## src/rtl/joypad_port_multi.sv

```systemverilog
// NES controller-port emulator for NUM_PADS pads with autofire and open-bus fill after the last button bit.
// Latency: a sampled pad_clk fall is visible on pad_data one cycle later; strobe reloads every cycle while high.
module joypad_port_multi #(
    parameter int               FREQ        = 25_000_000,
    parameter int               NUM_PADS    = 2,
    parameter int               BTN_W       = 8,
    parameter int               AUTOFIRE_HZ = 15,
    parameter logic [BTN_W-1:0] AF_MASK     = BTN_W'(2'b11),
    parameter logic             FILL_BIT    = 1'b1
) (
    input  logic                      clk,
    input  logic                      resetn,
    input  logic [NUM_PADS*BTN_W-1:0] btn,
    input  logic [NUM_PADS*BTN_W-1:0] af_req,
    input  logic                      strobe,
    input  logic [NUM_PADS-1:0]       pad_clk,
    output logic [NUM_PADS-1:0]       pad_data,
    output logic [NUM_PADS-1:0]       pad_exhausted,
    output logic [NUM_PADS-1:0]       af_phase
);

    localparam int HP  = FREQ / (2 * AUTOFIRE_HZ);
    localparam int AFW = (HP > 1) ? $clog2(HP) : 1;
    localparam int RW  = $clog2(BTN_W + 1);

    for (genvar i = 0; i < NUM_PADS; i++) begin : g_pad
        logic [BTN_W-1:0] shreg;
        logic [BTN_W-1:0] eff;
        logic [RW-1:0]    rd_cnt;
        logic [AFW-1:0]   af_cnt;
        logic             phase;
        logic             prev_act;
        logic             prev_clk;
        logic             act;
        logic             fall;

        assign act  = |(af_req[i*BTN_W +: BTN_W] & AF_MASK);
        assign eff  = btn[i*BTN_W +: BTN_W] | (af_req[i*BTN_W +: BTN_W] & AF_MASK & {BTN_W{phase}});
        assign fall = prev_clk & ~pad_clk[i];

        // A fresh request presses immediately, then the phase toggles every HP cycles.
        always_ff @(posedge clk or negedge resetn) begin
            if (!resetn) begin
                af_cnt   <= '0;
                phase    <= 1'b0;
                prev_act <= 1'b0;
            end else begin
                prev_act <= act;
                if (!act) begin
                    af_cnt <= '0;
                    phase  <= 1'b0;
                end else if (!prev_act) begin
                    af_cnt <= '0;
                    phase  <= 1'b1;
                end else if (af_cnt == AFW'(HP - 1)) begin
                    af_cnt <= '0;
                    phase  <= ~phase;
                end else begin
                    af_cnt <= af_cnt + 1'b1;
                end
            end
        end

        // Strobe wins over a coincident fall so a latch never loses fresh button state.
        always_ff @(posedge clk or negedge resetn) begin
            if (!resetn) begin
                shreg    <= '0;
                rd_cnt   <= '0;
                prev_clk <= 1'b0;
            end else begin
                prev_clk <= pad_clk[i];
                if (strobe) begin
                    shreg  <= eff;
                    rd_cnt <= '0;
                end else if (fall) begin
                    shreg <= {FILL_BIT, shreg[BTN_W-1:1]};
                    if (rd_cnt != RW'(BTN_W))
                        rd_cnt <= rd_cnt + 1'b1;
                end
            end
        end

        assign pad_data[i]      = shreg[0];
        assign pad_exhausted[i] = (rd_cnt == RW'(BTN_W));
        assign af_phase[i]      = phase;
    end

endmodule

```

## config.mk

```make
export PLATFORM = sky130hd
export DESIGN_NAME = joypad_port_multi
export DESIGN_NICKNAME = d
export VERILOG_FILES = /design/src/rtl/joypad_port_multi.sv
export SDC_FILE = /design/constraint.sdc
export NUM_CORES = 1
export LEC_CHECK = 0
export ABC_CLOCK_PERIOD_IN_PS = 5600
export BUFFER_PORTS_ARGS = -buffer_cell sky130_fd_sc_hd__buf_2
export CORE_MARGIN = 1
export CORE_UTILIZATION = 55
export CTS_BUF_LIST = sky130_fd_sc_hd__clkbuf_8 sky130_fd_sc_hd__clkbuf_16
export DETAILED_ROUTE_END_ITERATION = 8
export PLACE_DENSITY = 0.87
export SYNTH_ARGS = -nofsm -noshare
export SYNTH_HDL_FRONTEND = slang
export SYNTH_SLANG_ARGS = --single-unit
export TNS_END_PERCENT = 5
```

## constraint.sdc

```tcl
create_clock -name clk -period 5.6 [get_ports clk]
set_input_delay 0 -clock clk [delete_from_list [all_inputs] [get_ports clk]]
set_output_delay 0 -clock clk [all_outputs]
set_load 0.01 [all_outputs]
```

Word level (Yosys, flattened, before mapping)
Cells that the tools add are included.
{"block": "totals", "regBits": 70, "elab_cells": 64}
{"block": "classes", "add_sub_neg": 4, "eq_ne": 8, "muxes": 22, "bitwise": 10, "n_reduce_logical": 8}
{"operator": "20-bit two-way mux", "count": 6}
{"operator": "20-bit by 1-bit adder with 20-bit output, second input constant", "count": 2}
{"operator": "20-bit equality test, second input constant", "count": 2}
{"operator": "8-bit two-way mux", "count": 4}
{"operator": "4-bit two-way mux", "count": 6}
{"operator": "2-bit by 8-bit bitwise AND with 8-bit output", "count": 2}
{"operator": "8-bit OR", "count": 2}
{"operator": "4-bit by 1-bit adder with 4-bit output, second input constant", "count": 2}
{"operator": "4-bit equality test, second input constant", "count": 2}
{"operator": "4-bit inequality test, second input constant", "count": 2}
{"operator": "2-bit nonzero test", "count": 4}
{"operator": "1-bit two-way mux", "count": 6}
{"operator": "3-bit by 2-bit inequality test with 1-bit output, second input constant", "count": 2}
{"operator": "1-bit NOT", "count": 4}
{"operator": "2-bit AND reduction", "count": 2}
{"operator": "2-bit OR reduction", "count": 2}
{"operator": "1-bit bitwise AND", "count": 2}

Depth between registers and ports, before layout
{"block": "logic_depth", "ltp_word": 4, "ltp_mapped": 7, "depth_no_buf": 6}

Worst setup path after synthesis
Ideal clock, no wire load.
{"block": "synth_path", "kind": "reg-to-reg", "startpoint": "reg g_pad[0].af_cnt[0]", "endpoint": "reg g_pad[0].af_cnt[10]", "setup_time_ns": 0.119, "arrival_ns": 1.915, "t_required_ns": 5.481, "setup_slack_ns": 3.566, "path_stages_with_launch": 8, "path_buffers": 1, "path_cell_list": "dfrtp_1 -> inv_1 -> ha_1 -> nand4b_1 -> or4_4 -> o41ai_4 -> buf_6 -> nor2_1"}
{"block": "synth_between", "elab_chain_len": 4, "word_cells_on_any_way": 5, "classes_between": "1 x add/sub; 1 x eq/ne; 3 x mux"}
{"item": "start, declared", "line": "30", "rtl": "logic [AFW-1:0] af_cnt;"}
{"item": "start signal, assigned", "line": "59", "rtl": "af_cnt <= af_cnt + 1'b1;"}
{"item": "20-bit by 1-bit adder with 20-bit output or 20-bit equality test (tied branches)", "line": "59, 55"}
{"item": "20-bit two-way mux (*)", "line": "55", "rtl": "end else if (af_cnt == AFW'(HP - 1)) begin"}
{"item": "20-bit two-way mux (*)", "line": "52", "rtl": "end else if (!prev_act) begin"}
{"item": "20-bit two-way mux (*)", "line": "49", "rtl": "if (!act) begin"}
Every way passes the cells marked *; elsewhere a longest branch is shown, timed or not.
A chain may end at the register's enable or synchronous reset.

Final worst setup path
{"block": "layout_path", "startpoint": "reg g_pad[0].af_cnt[1]", "endpoint": "reg g_pad[0].af_cnt[15]"}
The elaborated chain is that of the path after synthesis.

==> out/results.txt <==
Final worst path period share -> 43.71%
Die height -> 82.25 um
GP Congestion -> 0.8042
Primary FF master, synth -> dfrtp_1
Area Overhead vs Synth -> 19.11%
Via count -> 2885
Netlist Area Pre-Place -> 3542 um^2
Flip-flop and latch area -> 1752 um^2
DRT antenna net count -> 0
Multi-input gate area -> 1637 um^2
Sequential power share -> 47.5%
H-Tree Depth -> 3
DR WL/cell -> 16.34 um
WP data required -> 5780 ps
Max Slew Vio Count -> 0
Sw Ratio -> 24.42%
Setup-failing EPs final -> 0
Crit Path Class -> flop to flop
Peak supply drop -> 0.1824 mV
1st-iter DRT viols -> 250
Post-synth EDFFs -> 0
YS warnings -> 0
Core ar. -> 6061 um^2
Slew @ Worst Pin -> 984.1 ps
CTS buffer count -> 9
Power per cell area -> 275.3 nW/um^2
DR pass1 iterations -> 4
Worst hold path class -> input port to flop
Crit end category -> flop
Clock share of power -> 42.7%
Worst-skew pair later-pin latency -> 350 ps
Residual DRC count -> 0
Post-synth cell types -> 44
Clock sinks -> 70
Crit path max fanout -> 19
Crit path time final -> 2448 ps
Hold Vio Cnt, Final -> 0
DRT Wirelength -> 8.090 mm
Pleak -> 1.857 nW
Setup crit start kind -> flop
# port buffers -> 30
Switching power -> 0.2836 mW
Outcome -> completed
Sequential element share of the synthesized area -> 49.45%
Combinational power share -> 9.8%
Int Pwr -> 0.8778 mW
Final Power -> 1.161 mW
Final HPWL from detailed placement -> 4.222 mm
Seq cells post-synth -> 70
Net count, final -> 459
Num ports -> 43
CTS tree -> done
Initial Utilization -> 58.44%
Syn nets -> 406
F_max -> 0.4086 GHz
Die Wd -> 82.25 um
WHS -> 174.8 ps
Max Buffers Root-to-Sink -> 2
Number of vias per cell -> 5.828
Clock Skews -> 15.61 ps
Vias in the first global route -> 2871
Initial antenna violation count -> 1
Slew headroom -> 34.17%
Final setup TNS -> 0 ps
Arrival time worst endpoint -> 2630 ps
Worst-path clk slew -> 80 ps
Largest net degree at the start of global routing -> 71
Cells after synthesis -> 361
First-pass GRT wire length -> 13.08 mm
Ys async rst share -> 100.0%
Layout cell share with drive strength beyond 1 -> 13.13%
Tot GR Track Use -> 26.17%
Syn Area/Cell -> 9.812 um^2
GRT Residual Overflow -> 0
Max-Cap Viols -> 0
Root buffer cell -> clkbuf_8
FP Rows -> 28
Resize count post-CTS -> 0
Filler instances -> 381
RSZ-0062 raised after global routing -> false
Die Footprint -> 6765 um^2
==> metrics by stage <==
stage	instances	setup slack [ps]	instance area [um^2]	util, %
floorplan	361	3566	3542	-
global placement	452	3239	3711	61.23
detailed placement	452	3205	3711	61.23
CTS	494	3143	4217	69.57
global route	495	2983	4219	69.61
finish	495	3152	4219	69.61
==> layer usage <==
metal,track usage (%),vias to the layer above,part of all wire (%)
met3,9.451,26,5.0
met2,40.66,103,50
met5,0,-,0
li1,-,1359,-
met4,14.56,0,2.7
met1,31.48,1397,42
==> registers in the layout, summed over array words and instances (netlist names) <==
register / count
g_pad.af_cnt: 40
g_pad.shreg: 16
g_pad.rd_cnt: 8
g_pad.phase: 2
g_pad.prev_act: 2
g_pad.prev_clk: 2
==> critical path: stages (launching register included) <==
cell and delay [ps]:
dfrtp_1 420, inv_1 80, ha_1 140, nand4b_1 100
or4_4 450, o41ai_4 930, nor2_1 150
==> cell usage after synthesis (3+ instances only) <==
library cell	count	area share (%)
a211oi_1	5	1.1
a21oi_1	18	2.5
and2_1	3	0.53
and3_1	5	0.88
and4_1	3	0.74
buf_4	5	1.1
clkbuf_1	9	0.95
dfrtp_1	70	49
ha_1	8	2.8
inv_1	19	2.0
mux2i_1	13	3.7
nand2_1	25	2.6
nand3_1	20	2.8
nand3b_1	3	0.64
nand4_1	12	2.1
nand4b_1	3	0.74
nor2_1	49	5.2
nor2b_1	3	0.53
nor3_1	6	0.85
nor4_1	8	1.4
o21ai_0	14	2.0
or3_1	3	0.53
xnor2_1	19	4.7
xor2_1	15	3.7
==> placed cells by master, fill, tap and decap left out, drive strengths merged, types with 5 or more instances in the layout <==
| master | synthesis | routed |
|---|---|---|
| a211oi | 5 | 5 |
| a21oi | 18 | 18 |
| and2 | 5 | 5 |
| and3 | 5 | 5 |
| buf | 6 | 31 |
| clkbuf | 9 | 9 |
| dfrtp | 70 | 70 |
| dlygate4sd3 | 0 | 26 |
| ha | 8 | 8 |
| inv | 19 | 20 |
| mux2i | 13 | 13 |
| nand2 | 25 | 25 |
| nand3 | 21 | 21 |
| nand4 | 13 | 13 |
| nor2 | 49 | 49 |
| nor3 | 6 | 6 |
| nor4 | 9 | 9 |
| o21ai | 14 | 14 |
| xnor2 | 19 | 19 |
| xor2 | 15 | 15 |
==> cell type report <==
type	instances	area share, %
Tap cell	75	2.224
Timing Repair Buffer	57	9.905
Clock inverter	7	2.877
Inverter	19	1.690
Sequential cell	70	41.52
Multi-Input combinational cell	257	38.79
Clock buffer	9	2.936
Antenna cell	1	0.05931
==> logic make-up after synthesis <==
family | count (synthesis) | synth area share [%]
buffers and inverters | 34 | 4.345
flip-flops | 70 | 49.45
multiplexers | 13 | 3.673
AO/OA/AOI/OAI | 45 | 8.231
AND/OR/NAND/NOR | 157 | 23.07
XOR/XNOR | 34 | 8.407
adder cells (fa/ha/maj) | 8 | 2.826
==> worst paths after layout <==
kind | end | slack [ps] | from | depth (start not counted)
max | g_pad[0].af_cnt[15] | 3150 | g_pad[0].af_cnt[1] | 6
min reg2reg | g_pad[0].phase | 440 | g_pad[0].prev_act | 1
max reg2reg | g_pad[0].af_cnt[15] | 3150 | g_pad[0].af_cnt[1] | 6
min | g_pad[0].rd_cnt[3] | 170 | strobe | 2
max in group asynchronous | g_pad[0].af_cnt[0] | 4640 | resetn | 3
min in group asynchronous | g_pad[1].af_cnt[19] | 390 | resetn | 3
==> power by group through the flow <==
| stage | logic (mW) | registers, mW | clock network (mW) |
|---|---|---|---|
| 4_1_cts | 0.109 | 0.550 | 0.501 |
| 2_1_floorplan | 0.0660 | 0.554 | 0 |
| 5_1_grt | 0.128 | 0.555 | 0.527 |
| 3_5_place_dp | 0.0922 | 0.560 | 0 |
| 3_3_place_gp | 0.0895 | 0.558 | 0 |
| 6_report | 0.114 | 0.552 | 0.496 |
==> timing repair <==
action,CTS,global route
setup buffers,0,0
hold buffers,26,0
hold endpoints to repair,92,0
(Power assumes the default switching activity.)
